===== config.mk =====
export PLATFORM = sky130hd
export DESIGN_NAME = sfifo_pkt_wr_control_flat
export DESIGN_NICKNAME = d
export VERILOG_FILES = /design/src/rtl/sfifo_pkt_wr_control_if.sv /design/src/rtl/sfifo_pkt_wr_control.sv /design/src/flat_wrapper.sv
export SDC_FILE = /design/constraint.sdc
export NUM_CORES = 1
export LEC_CHECK = 0
export ABC_AREA = 1
export CORE_MARGIN = 2
export CORE_UTILIZATION = 48
export CTS_CLUSTER_DIAMETER = 30
export DETAILED_ROUTE_END_ITERATION = 6
export PLACE_DENSITY = 0.88
export SKIP_LAST_GASP = 1
export SLEW_MARGIN = 20
export SYNTH_ARGS = -nofsm -noshare
export SYNTH_HDL_FRONTEND = slang
export SYNTH_SLANG_ARGS = --single-unit
export TNS_END_PERCENT = 50

===== constraint.sdc =====
create_clock -name clk -period 2 [get_ports clk]
set_clock_uncertainty 0.05 [all_clocks]
set_input_delay 0.5 -clock clk [delete_from_list [all_inputs] [get_ports clk]]
set_output_delay 0.5 -clock clk [all_outputs]
set_load 0.05 [all_outputs]

===== src/rtl/sfifo_pkt_wr_control_if.sv =====
// Packet write-side bundle between the packet source and the sfifo packet write controller.
// The master modport is the source side and the slave modport is the controller.
interface sfifo_pkt_wr_control_if #(
    parameter int unsigned AddrLines = 8
);
    logic                 FIFOWrReq;
    logic                 WrSop;
    logic                 WrEop;
    logic                 WrAbort;
    logic [AddrLines:0]   SyncRdAddr;
    logic                 WrEn;
    logic [AddrLines-1:0] WrAddr;
    logic [AddrLines:0]   CommitWrAddr;
    logic                 FIFOFull;
    logic                 PktDropped;
    logic                 FramingErr;
    logic [AddrLines:0]   WrLevel;
    logic                 AlmostFull;

    modport master (
        output FIFOWrReq, WrSop, WrEop, WrAbort, SyncRdAddr,
        input  WrEn, WrAddr, CommitWrAddr, FIFOFull, PktDropped, FramingErr, WrLevel, AlmostFull
    );

    modport slave (
        input  FIFOWrReq, WrSop, WrEop, WrAbort, SyncRdAddr,
        output WrEn, WrAddr, CommitWrAddr, FIFOFull, PktDropped, FramingErr, WrLevel, AlmostFull
    );
endinterface


===== src/rtl/sfifo_pkt_wr_control.sv =====
// Packet-mode write controller: speculative writes, commit on EOP, rewind on abort/overflow.
// Define SFIFO_WR_LEVEL_EN to enable the WrLevel / AlmostFull outputs.
module sfifo_pkt_wr_control #(
    parameter int unsigned AddrLines   = 8,
    parameter int unsigned AFullThresh = (2 ** AddrLines) - 4
) (
    input  logic                  clk,
    input  logic                  reset,
    sfifo_pkt_wr_control_if.slave bus
);
    localparam int unsigned PtrW = AddrLines + 1;

    typedef enum logic [1:0] {
        S_IDLE = 2'd0,
        S_PKT  = 2'd1,
        S_DROP = 2'd2
    } state_e;

    state_e          state_q, state_d;
    logic [PtrW-1:0] wr_ptr_q, wr_ptr_d;
    logic [PtrW-1:0] commit_q, commit_d;
    logic            pkt_dropped_q, pkt_dropped_d;
    logic            framing_err_q, framing_err_d;
    logic            full_c;
    logic            wr_en_c;
    logic [PtrW-1:0] level_c;
    logic            afull_c;

    // Full counts speculative words as occupied.
    assign full_c  = (wr_ptr_q == {~bus.SyncRdAddr[AddrLines], bus.SyncRdAddr[AddrLines-1:0]});
    assign wr_en_c = bus.FIFOWrReq & ~full_c & ~bus.WrAbort &
                     ((state_q == S_PKT) | ((state_q == S_IDLE) & bus.WrSop));

`ifdef SFIFO_WR_LEVEL_EN
    assign level_c = wr_ptr_q - bus.SyncRdAddr;
    assign afull_c = (level_c >= PtrW'(AFullThresh));
`else
    assign level_c = '0;
    assign afull_c = 1'b0;
`endif

    always_ff @(posedge clk or posedge reset) begin
        if (reset) begin
            state_q       <= S_IDLE;
            wr_ptr_q      <= '0;
            commit_q      <= '0;
            pkt_dropped_q <= 1'b0;
            framing_err_q <= 1'b0;
        end else begin
            state_q       <= state_d;
            wr_ptr_q      <= wr_ptr_d;
            commit_q      <= commit_d;
            pkt_dropped_q <= pkt_dropped_d;
            framing_err_q <= framing_err_d;
        end
    end

    always_comb begin
        state_d       = state_q;
        wr_ptr_d      = wr_en_c ? (wr_ptr_q + PtrW'(1)) : wr_ptr_q;
        commit_d      = commit_q;
        pkt_dropped_d = 1'b0;
        framing_err_d = framing_err_q;
        unique case (state_q)
            S_IDLE: begin
                if (bus.FIFOWrReq && !bus.WrAbort) begin
                    if (!bus.WrSop) begin
                        framing_err_d = 1'b1;
                    end else if (full_c) begin
                        pkt_dropped_d = 1'b1;
                        if (!bus.WrEop) state_d = S_DROP;
                    end else if (bus.WrEop) begin
                        commit_d = wr_ptr_q + PtrW'(1);
                    end else begin
                        state_d = S_PKT;
                    end
                end
            end
            S_PKT: begin
                if (bus.WrAbort) begin
                    wr_ptr_d      = commit_q;
                    pkt_dropped_d = 1'b1;
                    state_d       = S_IDLE;
                end else if (bus.FIFOWrReq) begin
                    if (bus.WrSop) framing_err_d = 1'b1;
                    // Overflow discards the whole packet, including words already written.
                    if (full_c) begin
                        wr_ptr_d      = commit_q;
                        pkt_dropped_d = 1'b1;
                        state_d       = bus.WrEop ? S_IDLE : S_DROP;
                    end else if (bus.WrEop) begin
                        commit_d = wr_ptr_q + PtrW'(1);
                        state_d  = S_IDLE;
                    end
                end
            end
            S_DROP: begin
                if (bus.WrAbort || (bus.FIFOWrReq && bus.WrEop)) state_d = S_IDLE;
            end
            default: state_d = S_IDLE;
        endcase
    end

    assign bus.WrEn         = wr_en_c;
    assign bus.WrAddr       = wr_ptr_q[AddrLines-1:0];
    assign bus.CommitWrAddr = commit_q;
    assign bus.FIFOFull     = full_c;
    assign bus.PktDropped   = pkt_dropped_q;
    assign bus.FramingErr   = framing_err_q;
    assign bus.WrLevel      = level_c;
    assign bus.AlmostFull   = afull_c;
endmodule

===== src/flat_wrapper.sv =====
// flat-port wrapper written by rule: the top's interface ports become plain ports
module sfifo_pkt_wr_control_flat 
#(
    parameter int unsigned AddrLines   = 8,
    parameter int unsigned AFullThresh = (2 ** AddrLines) - 4
)
  (clk, reset, bus_FIFOWrReq, bus_WrSop, bus_WrEop, bus_WrAbort, bus_SyncRdAddr, bus_WrEn, bus_WrAddr, bus_CommitWrAddr, bus_FIFOFull, bus_PktDropped, bus_FramingErr, bus_WrLevel, bus_AlmostFull);
  sfifo_pkt_wr_control_if #(.AddrLines(AddrLines)) bus_i ();
  input  logic clk;
  input  logic reset;
  input wire logic [$bits(bus_i.FIFOWrReq)-1:0] bus_FIFOWrReq;
  input wire logic [$bits(bus_i.WrSop)-1:0] bus_WrSop;
  input wire logic [$bits(bus_i.WrEop)-1:0] bus_WrEop;
  input wire logic [$bits(bus_i.WrAbort)-1:0] bus_WrAbort;
  input wire logic [$bits(bus_i.SyncRdAddr)-1:0] bus_SyncRdAddr;
  output wire logic [$bits(bus_i.WrEn)-1:0] bus_WrEn;
  output wire logic [$bits(bus_i.WrAddr)-1:0] bus_WrAddr;
  output wire logic [$bits(bus_i.CommitWrAddr)-1:0] bus_CommitWrAddr;
  output wire logic [$bits(bus_i.FIFOFull)-1:0] bus_FIFOFull;
  output wire logic [$bits(bus_i.PktDropped)-1:0] bus_PktDropped;
  output wire logic [$bits(bus_i.FramingErr)-1:0] bus_FramingErr;
  output wire logic [$bits(bus_i.WrLevel)-1:0] bus_WrLevel;
  output wire logic [$bits(bus_i.AlmostFull)-1:0] bus_AlmostFull;
  assign bus_i.FIFOWrReq = bus_FIFOWrReq;
  assign bus_i.WrSop = bus_WrSop;
  assign bus_i.WrEop = bus_WrEop;
  assign bus_i.WrAbort = bus_WrAbort;
  assign bus_i.SyncRdAddr = bus_SyncRdAddr;
  assign bus_WrEn = bus_i.WrEn;
  assign bus_WrAddr = bus_i.WrAddr;
  assign bus_CommitWrAddr = bus_i.CommitWrAddr;
  assign bus_FIFOFull = bus_i.FIFOFull;
  assign bus_PktDropped = bus_i.PktDropped;
  assign bus_FramingErr = bus_i.FramingErr;
  assign bus_WrLevel = bus_i.WrLevel;
  assign bus_AlmostFull = bus_i.AlmostFull;
  sfifo_pkt_wr_control #(.AddrLines(AddrLines), .AFullThresh(AFullThresh)) u_core (.clk(clk), .reset(reset), .bus(bus_i));
endmodule

==> Yosys cells after proc, flatten, opt, wreduce, memory -nomap -nowiden <==
Index checks and enable logic that the tools add are counted.
{ "word_totals": {"register_bits": 22, "input_bits": 15, "elab_cells": 72, "out_inout_bits": 31} }
{ "op_classes": {"reduce_logical": 9, "n_addsub": 1, "n_eq_ne": 13, "bitwise_logic": 8, "muxes": 36} }
{ "op_table": {"columns": ["cell", "n"], "rows": [
  ["9-bit 2-to-1 mux", 11],
  ["2-bit 2-to-1 mux", 11],
  ["9-bit case mux with 2 select lines", 1],
  ["2-bit != test (second input constant)", 7],
  ["6-bit AND reduction", 2],
  ["1-bit 2-to-1 mux", 10],
  ["9-bit by 1-bit adder with 9-bit output (second input constant)", 1],
  ["9-bit == test", 1],
  ["2-bit case mux with 3 select lines", 1],
  ["5-bit AND reduction", 1],
  ["1-bit bitwise AND", 4],
  ["4-bit by 3-bit != test with 1-bit output (second input constant)", 1],
  ["1-bit case mux with 2 select lines", 2],
  ["3-bit != test (second input constant)", 1],
  ["1-bit inverter", 3],
  ["2-bit by 1-bit == test with 1-bit output (second input constant)", 1],
  ["2-bit == test (second input constant)", 1],
  ["1-bit logical AND", 2],
  ["2-bit zero test", 1],
  ["2-bit by 1-bit != test with 1-bit output (second input constant)", 1],
  ["2-bit nonzero test", 1],
  ["1-bit zero test", 1],
  ["1-bit logical OR", 1],
  ["1-bit bitwise OR", 1]
]} }

==> Depth between registers and ports, before layout <==
{ "depth": {"word_depth": 11, "depth_mapped": 12, "mapped_depth_nobuf": 11} }

==> Least setup slack after synthesis <==
No wires, ideal clock.
{ "synth_timing": {"kind": "input port to output port", "startpoint": "input bus_SyncRdAddr[6]", "endpoint": "output bus_FIFOFull", "path_slack_ns": 0.111, "path_buffers": 0, "required_ns": 1.450, "cell_stages": 7, "t_arrival_ns": 1.339, "cell_sequence": "inv_1 > nand2_1 > nand2_1 > nand3_1 > nor2_1 > nand3_1 > inv_1"} }
{ "synth_via": {"elab_chain_cells": 1} }
{ "synth_rtl": {"columns": ["element", "line_no", "text"], "rows": [
  ["start, declared", "flat_wrapper.sv:15", "input wire logic [$bits(bus_i.SyncRdAddr)-1:0] bus_SyncRdAddr;"],
  ["9-bit == test", "sfifo_pkt_wr_control.sv:30", "assign full_c = (wr_ptr_q == {~bus.SyncRdAddr[AddrLines], bus.SyncRdAddr[AddrLines-1:0]});"],
  ["end, declared", "flat_wrapper.sv:19", "output wire logic [$bits(bus_i.FIFOFull)-1:0] bus_FIFOFull;"]
]} }
Every way passes these cells.

==> Worst setup path in the final report <==
{ "layout_timing": {"startpoint": "register u_core.wr_ptr_q[5]", "endpoint": "output bus_FIFOFull"} }
{ "layout_via": {"elab_chain_cells": 1} }
{ "layout_rtl": {"columns": ["element", "line_no", "text"], "rows": [
  ["start, declared", "sfifo_pkt_wr_control.sv:20", "logic [PtrW-1:0] wr_ptr_q, wr_ptr_d;"],
  ["start signal, assigned", "sfifo_pkt_wr_control.sv:51", "wr_ptr_q <= wr_ptr_d;"],
  ["9-bit == test", "sfifo_pkt_wr_control.sv:30", null]
]} }
Every way passes these cells.

==> impl_metrics.py <==
metrics = {
    "layout": {
        "multi_input_area_um2": 911,
        "final_common_cell": "nand2_1",
        "post-route-util_pct": 66.0,
        "syn2layout_area_growth_pct": 31.5,
        "diodes": 0,
        "regArea_um2": 556,
        "layout_common_cells": "nand2_1, buf_4, inv_1, dfrtp_1, nor2_1",
        "design_area_um2": 2200,
        "drive_gt1_share_pct": 35.4,
        "fillers": 269,
        "finalNetCount": 298,
    },
    "detailed_routing": {
        "wl_per_cell_um": 12.1,
        "vias_per_cell": 4.69,
        "drc_errors": 0,
        "vias": 1530,
        "dr.pass1.iters": 4,
        "drt_wl_total_mm": 3.94,
        "initialDrtViolationCount": 77,
        "antenna_left": 0,
    },
    "sta": {
        "fmax_ghz": 0.477,
        "setup_viol": 2,
        "postLayoutSetupSlackWorst_ps": -98.0,
        "setup_tns_ps": -172,
        "period_share_pct": 105,
        "maxSlewViolCount": 0,
        "rsz0062_at_grt": "yes",
        "hold_viol": 0,
        "timing.hold.ws_ps": 461,
        "min_period_ps": 2100,
    },
    "floorplan": {
        "rows": 21,
        "die_width_um": 63.1,
        "ioPinCount": 46,
        "core_area_um2": 3340,
        "dieArea_um2": 3980,
        "initial_utilization_pct": 50.2,
        "die_h_um": 63.1,
    },
    "grt": {
        "grt_max_degree": 23,
        "grtUsageTotal_pct": 20.4,
        "first_global_vias": 1423,
        "antenna_found_initial": 0,
        "overflow": 0,
        "grt_pass1_wl_mm": 6.35,
    },
    "logic_synthesis": {
        "synth.distinct_cells": 32,
        "syn_area_per_cell_um2": 7.41,
        "yosysTopAreaCell": "dfrtp_1",
        "synthCells": 226,
        "synth_seq_cells": 22,
        "synth_top_area_share_pct": 32.9,
        "yosysSeqAreaShare_pct": 32.9,
        "synth_area_um2": 1670,
        "synth_area_leaders": "dfrtp_1, nand2_1, buf_4, inv_1, o21ai_2",
        "yosys_warnings": 0,
    },
    "clock_tree": {
        "cts.clk_slew.worst_paths_ps": 120,
        "clockBufferDepth": 2,
        "cts_made_buffers": 3,
        "clkLatencyLatePin_ps": 310,
        "cts_tree": "done",
        "htreeDepth": 1,
        "cts_root_buf": "clkbuf_4",
        "clock_sinks": 22,
    },
    "placement": {
        "globalplace.congestion": 0.851,
        "placed_area_um2": 2050,
        "numPortBuffers": 35,
        "dpl.hpwl_mm": 2.86,
    },
    "run": {
        "max-cap-violations": 0,
    },
    "critical_path": {
        "end_kind": "output pin",
        "r2r_slack_ps": 140,
        "cp_max_fo": 3,
        "worstSetupPathType": "reg2out",
        "critPathArrivalTime_ps": 1550,
        "cp.required_ps": 1450,
        "reg2reg_depth": 11,
        "startpoint_type": "flop",
    },
    "power_and_ir_drop": {
        "seqPwrFrac_pct": 25.5,
        "p_switching_w": 0.00186,
        "internal_power_w": 0.00155,
        "swShare_pct": 54.5,
        "cellPowerDensity_nw_per_um2": 1550,
        "ir_worst_vdd_v": 0.000861,
        "total_power_w": 0.00340,
        "p_leak_nw": 1.20,
        "p_clk_share_pct": 6.0,
        "combPwrFrac_pct": 68.5,
    },
    "min_path": {
        "timing.hold.worst.class": "in2async",
    },
    "outcome": {
        "violations": "setup timing",
        "status": "finished, violations left",
    },
}
state kept, by name, indices dropped and copies added (netlist names):
name,flops
u_core.bus.CommitWrAddr,9
u_core.bus.FramingErr,1
u_core.wr_ptr_q,9
u_core.state_q,2
u_core.bus.PktDropped,1
per-stage QoR:
stage	cells	worst slack, ps
3_5_place_dp	311	-305
2_1_floorplan	235	111
4_1_cts	325	-61.0
6_report	326	-98.0
3_3_place_gp	311	-298
5_1_grt	326	-167
cell type report:
type                    instances  area share [%]
inverters                      35            6.31
multi-input cells             159            41.4
repair buffers                 61            23.5
well taps                      46            2.61
flip-flops and latches         22            25.2
clock buffers                   3            1.02
metal layers:
metal / track usage (%) / routed length, µm / vias up
met2: 34.2 / 1970 / 53
met4: 9.44 / 105 / 0
met3: 1.79 / 182 / 9
met1: 26.5 / 1680 / 700
met5: 0 / 0 / -
li1: - / - / 768
power groups by stage:
stage,sequential (W),combinational (W),clock [W]
after floorplan,0.00115,0.00133,0
after global placement,0.000860,0.00208,0
after detailed placement,0.000867,0.00211,0
after CTS,0.000859,0.00229,0.000203
after global routing,0.000900,0.00250,0.000224
final,0.000868,0.00233,0.000203
cells by family (layout without fill, tap and decap cells):
group	count (synthesis)	count (layout)	synth area share (%)
AOI/OAI and AO/OA	17	17	8.22
other	1	10	0.224
xor gates and xnor gates	11	11	5.76
adders and majority gates	1	1	0.747
DFF	22	22	32.9
buffers and inverters	54	99	17.6
and+or+nand+nor	120	120	34.6
critical path, cell delays in order (launching register included):
cell	delay (ps)
dfrtp_1	430
buf_4	150
nand2_2	90
nand3_2	90
nor2_2	120
nand3_1	120
inv_2	100
buf_12	140
final timing paths:
path | endpoint | from
worst max-delay path | bus_FIFOFull | u_core.wr_ptr_q[5]$_DFF_PP0_
worst min-delay path | u_core.bus.FramingErr$_DFFE_PP0P_ | reset
worst max register to register | u_core.wr_ptr_q[0]$_DFF_PP0_ | u_core.wr_ptr_q[5]$_DFF_PP0_
worst min register to register | u_core.wr_ptr_q[1]$_DFF_PP0_ | u_core.bus.CommitWrAddr[1]$_DFFE_PP0P_
max in group asynchronous | u_core.wr_ptr_q[1]$_DFF_PP0_ | reset
min in group clk | u_core.wr_ptr_q[1]$_DFF_PP0_ | u_core.bus.CommitWrAddr[1]$_DFFE_PP0P_
Yosys cell counts:
library cell   n
xnor2_1        3
ha_1           1
o21bai_1       1
nand3b_1       1
inv_1         27
a21oi_4        1
nand4_2        1
nand2_2        4
nor2_4         1
nor2_2         1
nand3_4        1
nand3_2        1
buf_4         18
dfrtp_1       22
nor2_8         1
nand2_4        1
nor2_1        17
nand2_8        2
nor3_1         3
nand2_1       73
o31ai_1        2
buf_12         1
o21ai_0        2
xor2_1         8
o21ai_1        1
inv_2          6
clkinv_1       1
nand3_1       13
o21ai_2        9
inv_8          1
conb_1         1
a21oi_1        1
repair_timing:
item / CTS / global route
hold buffers: 0 / 0
setup buffers: 11 / 1
setup endpoints to repair: 2 / 3
resized for setup: 27 / 3
pin swaps: 13 / 2
Note: power is estimated with default switching activity, not from simulation.
